[src/rtl/fpu_pkg.sv]
// Shared FPU definitions: legal command codes, the legality check and the issued-operation layout.
// The command check in fpu_issue_queue is compiled in only when FPU_ISSUE_CMD_CHECK_EN is defined.
package fpu_pkg;

  localparam int FPU_WIDTH = 32;

  localparam logic [3:0] CMD_ADD = 4'h0;
  localparam logic [3:0] CMD_SUB = 4'h1;
  localparam logic [3:0] CMD_MUL = 4'h2;
  localparam logic [3:0] CMD_DIV = 4'h3;

  typedef struct packed {
    logic [3:0]           command;
    logic [FPU_WIDTH-1:0] a;
    logic [FPU_WIDTH-1:0] b;
  } fpu_op_t;

  function automatic logic cmd_is_legal(input logic [3:0] cmd);
    logic ok;
    ok = 1'b0;
    case (cmd)
      CMD_ADD, CMD_SUB, CMD_MUL, CMD_DIV: ok = 1'b1;
      default: ok = 1'b0;
    endcase
    return ok;
  endfunction

endpackage

[src/rtl/sync_fifo.sv]
// Generic synchronous FIFO: write-to-read latency 1 cycle, read data is the registered head entry.
// Backpressure: push is ignored while full and pop while empty; flush empties it at the next edge.
module sync_fifo #(
  parameter int DEPTH = 4,
  parameter int WIDTH = 68
) (
  input  logic                   clock,
  input  logic                   reset,
  input  logic                   flush,
  input  logic                   push,
  input  logic                   pop,
  input  logic [WIDTH-1:0]       wdata,
  output logic [WIDTH-1:0]       rdata,
  output logic [$clog2(DEPTH):0] count,
  output logic                   empty,
  output logic                   full
);

  localparam int AW = $clog2(DEPTH);

  logic [WIDTH-1:0] mem [DEPTH];
  logic [AW-1:0]    wr_ptr;
  logic [AW-1:0]    rd_ptr;
  logic             do_push;
  logic             do_pop;

  assign empty   = (count == '0);
  assign full    = (count == (AW+1)'(DEPTH));
  assign do_push = push && !full && !flush;
  assign do_pop  = pop && !empty && !flush;
  assign rdata   = mem[rd_ptr];

  // Pointers wrap naturally because DEPTH is a power of two; count tells full from empty.
  always_ff @(posedge clock or posedge reset) begin
    if (reset) begin
      wr_ptr <= '0;
      rd_ptr <= '0;
      count  <= '0;
    end else if (flush) begin
      wr_ptr <= '0;
      rd_ptr <= '0;
      count  <= '0;
    end else begin
      if (do_push) wr_ptr <= wr_ptr + 1'b1;
      if (do_pop)  rd_ptr <= rd_ptr + 1'b1;
      case ({do_push, do_pop})
        2'b10:   count <= count + 1'b1;
        2'b01:   count <= count - 1'b1;
        default: count <= count;
      endcase
    end
  end

  always_ff @(posedge clock) begin
    if (do_push) mem[wr_ptr] <= wdata;
  end

endmodule

[src/rtl/fpu_issue_queue.sv]
// In-order operand buffer in front of the FPU: push-to-present 1 cycle, in_ready drops when full/flush/reset.
// FPU_ISSUE_CMD_CHECK_EN drops illegal commands on accept and reports them via cmd_error/err_count.
module fpu_issue_queue #(
  parameter int DEPTH = 4,
  parameter int WIDTH = 32
) (
  input  logic                   clock,
  input  logic                   reset,
  input  logic                   flush,
  input  logic                   in_valid,
  output logic                   in_ready,
  input  logic [3:0]             in_command,
  input  logic [WIDTH-1:0]       in_a,
  input  logic [WIDTH-1:0]       in_b,
  output logic                   input_rdy,
  input  logic                   input_ack,
  output logic [3:0]             command,
  output logic [WIDTH-1:0]       data_a,
  output logic [WIDTH-1:0]       data_b,
  output logic [$clog2(DEPTH):0] count,
  output logic                   cmd_error,
  output logic [7:0]             err_count
);

  import fpu_pkg::*;

  // Same field order as fpu_op_t, with operands sized by WIDTH.
  typedef struct packed {
    logic [3:0]       command;
    logic [WIDTH-1:0] a;
    logic [WIDTH-1:0] b;
  } op_t;

  op_t  wr_op;
  op_t  head;
  logic empty;
  logic full;
  logic accept;
  logic legal;
  logic push;
  logic pop;

  assign in_ready = !full && !flush && !reset;
  assign accept   = in_valid && in_ready;
  assign push     = accept && legal;
  assign input_rdy = !empty;
  assign pop      = input_rdy && input_ack;
  assign wr_op    = '{command: in_command, a: in_a, b: in_b};

  sync_fifo #(
    .DEPTH (DEPTH),
    .WIDTH ($bits(op_t))
  ) u_fifo (
    .clock (clock),
    .reset (reset),
    .flush (flush),
    .push  (push),
    .pop   (pop),
    .wdata (wr_op),
    .rdata (head),
    .count (count),
    .empty (empty),
    .full  (full)
  );

  // Storage is not cleared, so the head fields are masked whenever nothing is presented.
  assign command = input_rdy ? head.command : '0;
  assign data_a  = input_rdy ? head.a       : '0;
  assign data_b  = input_rdy ? head.b       : '0;

`ifdef FPU_ISSUE_CMD_CHECK_EN
  assign legal = cmd_is_legal(in_command);

  // accept is already false during flush, so flushed drops are never counted.
  always_ff @(posedge clock or posedge reset) begin
    if (reset) begin
      cmd_error <= 1'b0;
      err_count <= '0;
    end else begin
      cmd_error <= accept && !legal;
      if (accept && !legal && err_count != 8'hFF) err_count <= err_count + 1'b1;
    end
  end
`else
  assign legal     = 1'b1;
  assign cmd_error = 1'b0;
  assign err_count = '0;
`endif

endmodule
[config.mk]
export PLATFORM = sky130hd
export DESIGN_NAME = fpu_issue_queue
export DESIGN_NICKNAME = d
export VERILOG_FILES = /design/src/rtl/fpu_pkg.sv /design/src/rtl/sync_fifo.sv /design/src/rtl/fpu_issue_queue.sv
export SDC_FILE = /design/constraint.sdc
export NUM_CORES = 1
export LEC_CHECK = 0
export ABC_AREA = 0
export CORE_UTILIZATION = 50
export DETAILED_ROUTE_END_ITERATION = 10
export HOLD_SLACK_MARGIN = 0.03
export PLACE_DENSITY = 0.74
export SLEW_MARGIN = 15
export SYNTH_ARGS = -nofsm -noshare
export SYNTH_HDL_FRONTEND = slang
export SYNTH_HIERARCHICAL = 1
export SYNTH_SLANG_ARGS = --single-unit
[constraint.sdc]
create_clock -name clock -period 4.53 [get_ports clock]
set_clock_uncertainty 0.2 [all_clocks]
set_input_delay 0.906 -clock clock [delete_from_list [all_inputs] [get_ports clock]]
set_output_delay 0.906 -clock clock [all_outputs]
set_load 0.005 [all_outputs]
==> results.yml, run 1 <==
routing:
  detailedRoute.firstPassIterationCount: 4
  m1WireLength_um: 8070
  drt_wl_total_um: 20300
  avgRoutedWirePerCell_um: 21.0
  remaining_drc_errors: 0
  metal3_wl_um: 1130
  via_count: 5334
  ant_nets: 0
  dr_wl_met2_um: 10600
  viasPerCell: 5.52
  drt_iter0_drc: 286
  maxUsedRoutingLayer: "met5"
cells_and_area:
  flow.area_growth_from_synthesis_pct: 23.6
  layout.nets: 750
  mostFrequentLayoutCells: "272 x sky130_fd_sc_hd__edfxtp_1, 145 x sky130_fd_sc_hd__clkdlybuf4s50_1, 69 x sky130_fd_sc_hd__nor2b_1"
  fraction_of_layout_instances_using_a_drive_strength_above_1_pct: 18.7
  most_common_cell_after_layout_fill_and_taps_aside: "sky130_fd_sc_hd__edfxtp_1"
  utilization_pct: 63.7
clocking:
  cts.path.max_buffers: 3
  insertion_delay_to_the_later_sink_of_the_worst_skew_pair_ns: 0.52
  clock-root-buffer: "sky130_fd_sc_hd__clkbuf_16"
  cts.clk_slew.worst_paths_ns: 0.06
  clock_tree.htree_level_count: 1
  cts_hold_repair.buffers: 0
  post_cts_repair_timing_setup_buffer_count: 0
  inserted_clock_buffers: 27
  tritoncts_clock_tree: "done"
  clock_sinks: 279
  cts-resized-gates: 0
worst_setup_path:
  worst-path-max-fanout: 29
  worst-endpoint-required_ns: 3.42
  crit_path_end_kind: "output port"
  worstSetupStartpointType: "flip-flop"
  critPathArrivalTime_ns: 2.85
  worstSetupPathType: "flip-flop to output port"
sta:
  setup_tns_ns: 0
  rsz0062_at_grt: "false"
  slew_viol_final: 0
  timing.final.setup_violations: 0
  clock.fmax_mhz: 253
  part_of_the_cycle_the_worst_path_needs_pct: 87.4
  tightestPinTransition_ns: 0.737
  slew_headroom_pct: 50.8
  worst_case_hold_slack_ns: 0.425
  final-hold-violation-count: 0
  final_period_minus_worst_setup_slack_ns: 3.96
global_route:
  first_global_vias: 5704
  grt_overflow_total: 0
  grt_max_degree: 49
  grt_first_pass_wirelength_um: 31600
  grt_usage_pct: 18.9
  antenna_found_initial: 2
floorplanning:
  fp-row-count: 53
  fp.dieArea_um2: 22500
  floorplan.io_pins: 155
  core_region_area_um2: 21300
  dieHeight_um: 150
  die_width_um: 150
  starting_utilization_of_the_core_area_pct: 51.6
yosys:
  syn-instance-count: 512
  seq_total_area_yosys_pct: 76.0
  synth_enable_flop_cells: 272
  synth-main-ff-cell: "sky130_fd_sc_hd__edfxtp_1"
  netlist_top_cells_area: "sky130_fd_sc_hd__edfxtp_1 74%, sky130_fd_sc_hd__mux4_2 14%, sky130_fd_sc_hd__nor2b_1 3.9%"
  yosys_register_bits: 279
  synth_async_sr_flop_share_pct: 2.51
  netlist_area_um2: 11000
  cell_type_with_the_highest_aggregate_area_in_the_netlist: "sky130_fd_sc_hd__edfxtp_1"
  yosysUniqueCellTypes: 40
  postSynthAreaPerCell_um2: 21.4
  yosysWarnings: 6
  post-synth-top-area-fraction_pct: 74.4
power_and_ir_drop:
  peakVddDrop_mv: 0.315
  power.density_cell_area_nw_per_um2: 369
  leakage_nw: 4.19
  total_power_mw: 5.01
placement:
  portBuffers: 145
  hpwlAfterDp_um: 12600
  globalplace.congestion: 0.750
status:
  result_of_the_run: "complete, no violations"
hold_path:
  min-delay-path-class: "flip-flop to flip-flop"
flow_run:
  max_cap_violations: 0
cell usage after synthesis (2+ instances only):
master / n
sky130_fd_sc_hd__mux4_2: 68
sky130_fd_sc_hd__and2_1: 4
sky130_fd_sc_hd__nand3_1: 2
sky130_fd_sc_hd__buf_6: 7
sky130_fd_sc_hd__edfxtp_1: 272
sky130_fd_sc_hd__a21oi_1: 3
sky130_fd_sc_hd__nor2b_1: 69
sky130_fd_sc_hd__inv_1: 6
sky130_fd_sc_hd__o21ai_0: 2
sky130_fd_sc_hd__buf_2: 18
sky130_fd_sc_hd__nor2_1: 5
sky130_fd_sc_hd__nor3_1: 4
sky130_fd_sc_hd__buf_4: 12
sky130_fd_sc_hd__xor2_1: 2
sky130_fd_sc_hd__nand2b_1: 2
sky130_fd_sc_hd__ha_1: 4
sky130_fd_sc_hd__or3b_1: 2
sky130_fd_sc_hd__nand3b_1: 2
sky130_fd_sc_hd__dfrtp_1: 7
worst paths after layout:
kind                             startpoint                to  slack [ns]  depth (start not counted)
max in group asynchronous             reset  u_fifo/rd_ptr[1]        3.40                          2
min in group asynchronous             reset   u_fifo/count[0]        0.48                          2
setup reg to reg            u_fifo/count[0]   u_fifo/count[1]        1.38                          8
hold reg to reg            u_fifo/wr_ptr[1]  u_fifo/wr_ptr[1]        0.42                          2
hold / removal             u_fifo/wr_ptr[1]  u_fifo/wr_ptr[1]        0.42                          2
setup / recovery           u_fifo/rd_ptr[0]        data_b[28]        0.57                          4
registers in the layout, indices dropped and copies added, names as in the netlist:
name / cells
u_fifo/wr_ptr: 2
u_fifo/mem: 272
u_fifo/rd_ptr: 2
u_fifo/count: 3
critical path, cell delays in order (launching register included):
cell	delay, ns
sky130_fd_sc_hd__dfrtp_4	0.83
sky130_fd_sc_hd__buf_4	0.31
sky130_fd_sc_hd__mux4_2	0.54
sky130_fd_sc_hd__nor2b_1	0.16
sky130_fd_sc_hd__clkdlybuf4s50_1	0.47
logic make-up after synthesis:
kind of cell	synth area share, %
and+or+nand+nor	5.36
AOI/OAI and AO/OA	1.12
DFF	76.0
xor gates and xnor gates	0.239
other	0.0342
muxes	14.0
adders and majority gates	0.638
buffers and inverters	2.63
metrics by stage:
stage | instances | setup WS, ns | cell area (um^2)
6_report | 967 | 0.573 | 13600
5_1_grt | 967 | 0.387 | 13600
4_1_cts | 966 | 0.489 | 13600
3_5_place_dp | 918 | 0.648 | 12800
3_3_place_gp | 918 | 0.716 | 12800
2_1_floorplan | 520 | 0.414 | 11000
power breakdown:
part	internal (mW)	total [mW]	switching [mW]	leakage, nW
clock	1.15	2.01	0.861	0.386
sequential	2.85	2.85	0.00461	2.54
combinational	0.0849	0.150	0.0647	1.26
total	4.08	5.01	0.930	4.19
per-layer routing:
metal	vias up	GRT usage, %
li1	2357	-
met1	2779	24.2
met5	-	0
met4	2	5.71
met3	31	3.39
met2	165	33.1
final cells by class:
cell class,instances,area [um^2]
well taps,275,344
multi-input cells,196,2390
diodes,1,2.50
inverters,7,26.3
fillers,1441,7730
clock buffers,34,702
repair buffers,161,1660
flip-flops and latches,279,8350
clock inverters,14,88.8
Note: power is estimated with default switching activity, not from simulation.
==> inputs of run 2 (changes only) <==
CAP_MARGIN = 20   (was unset)
SETUP_SLACK_MARGIN = 0.05   (was unset)
==> results of run 2 <==
Same layout as run 1: the final DEF is identical, and so are final timing and power.
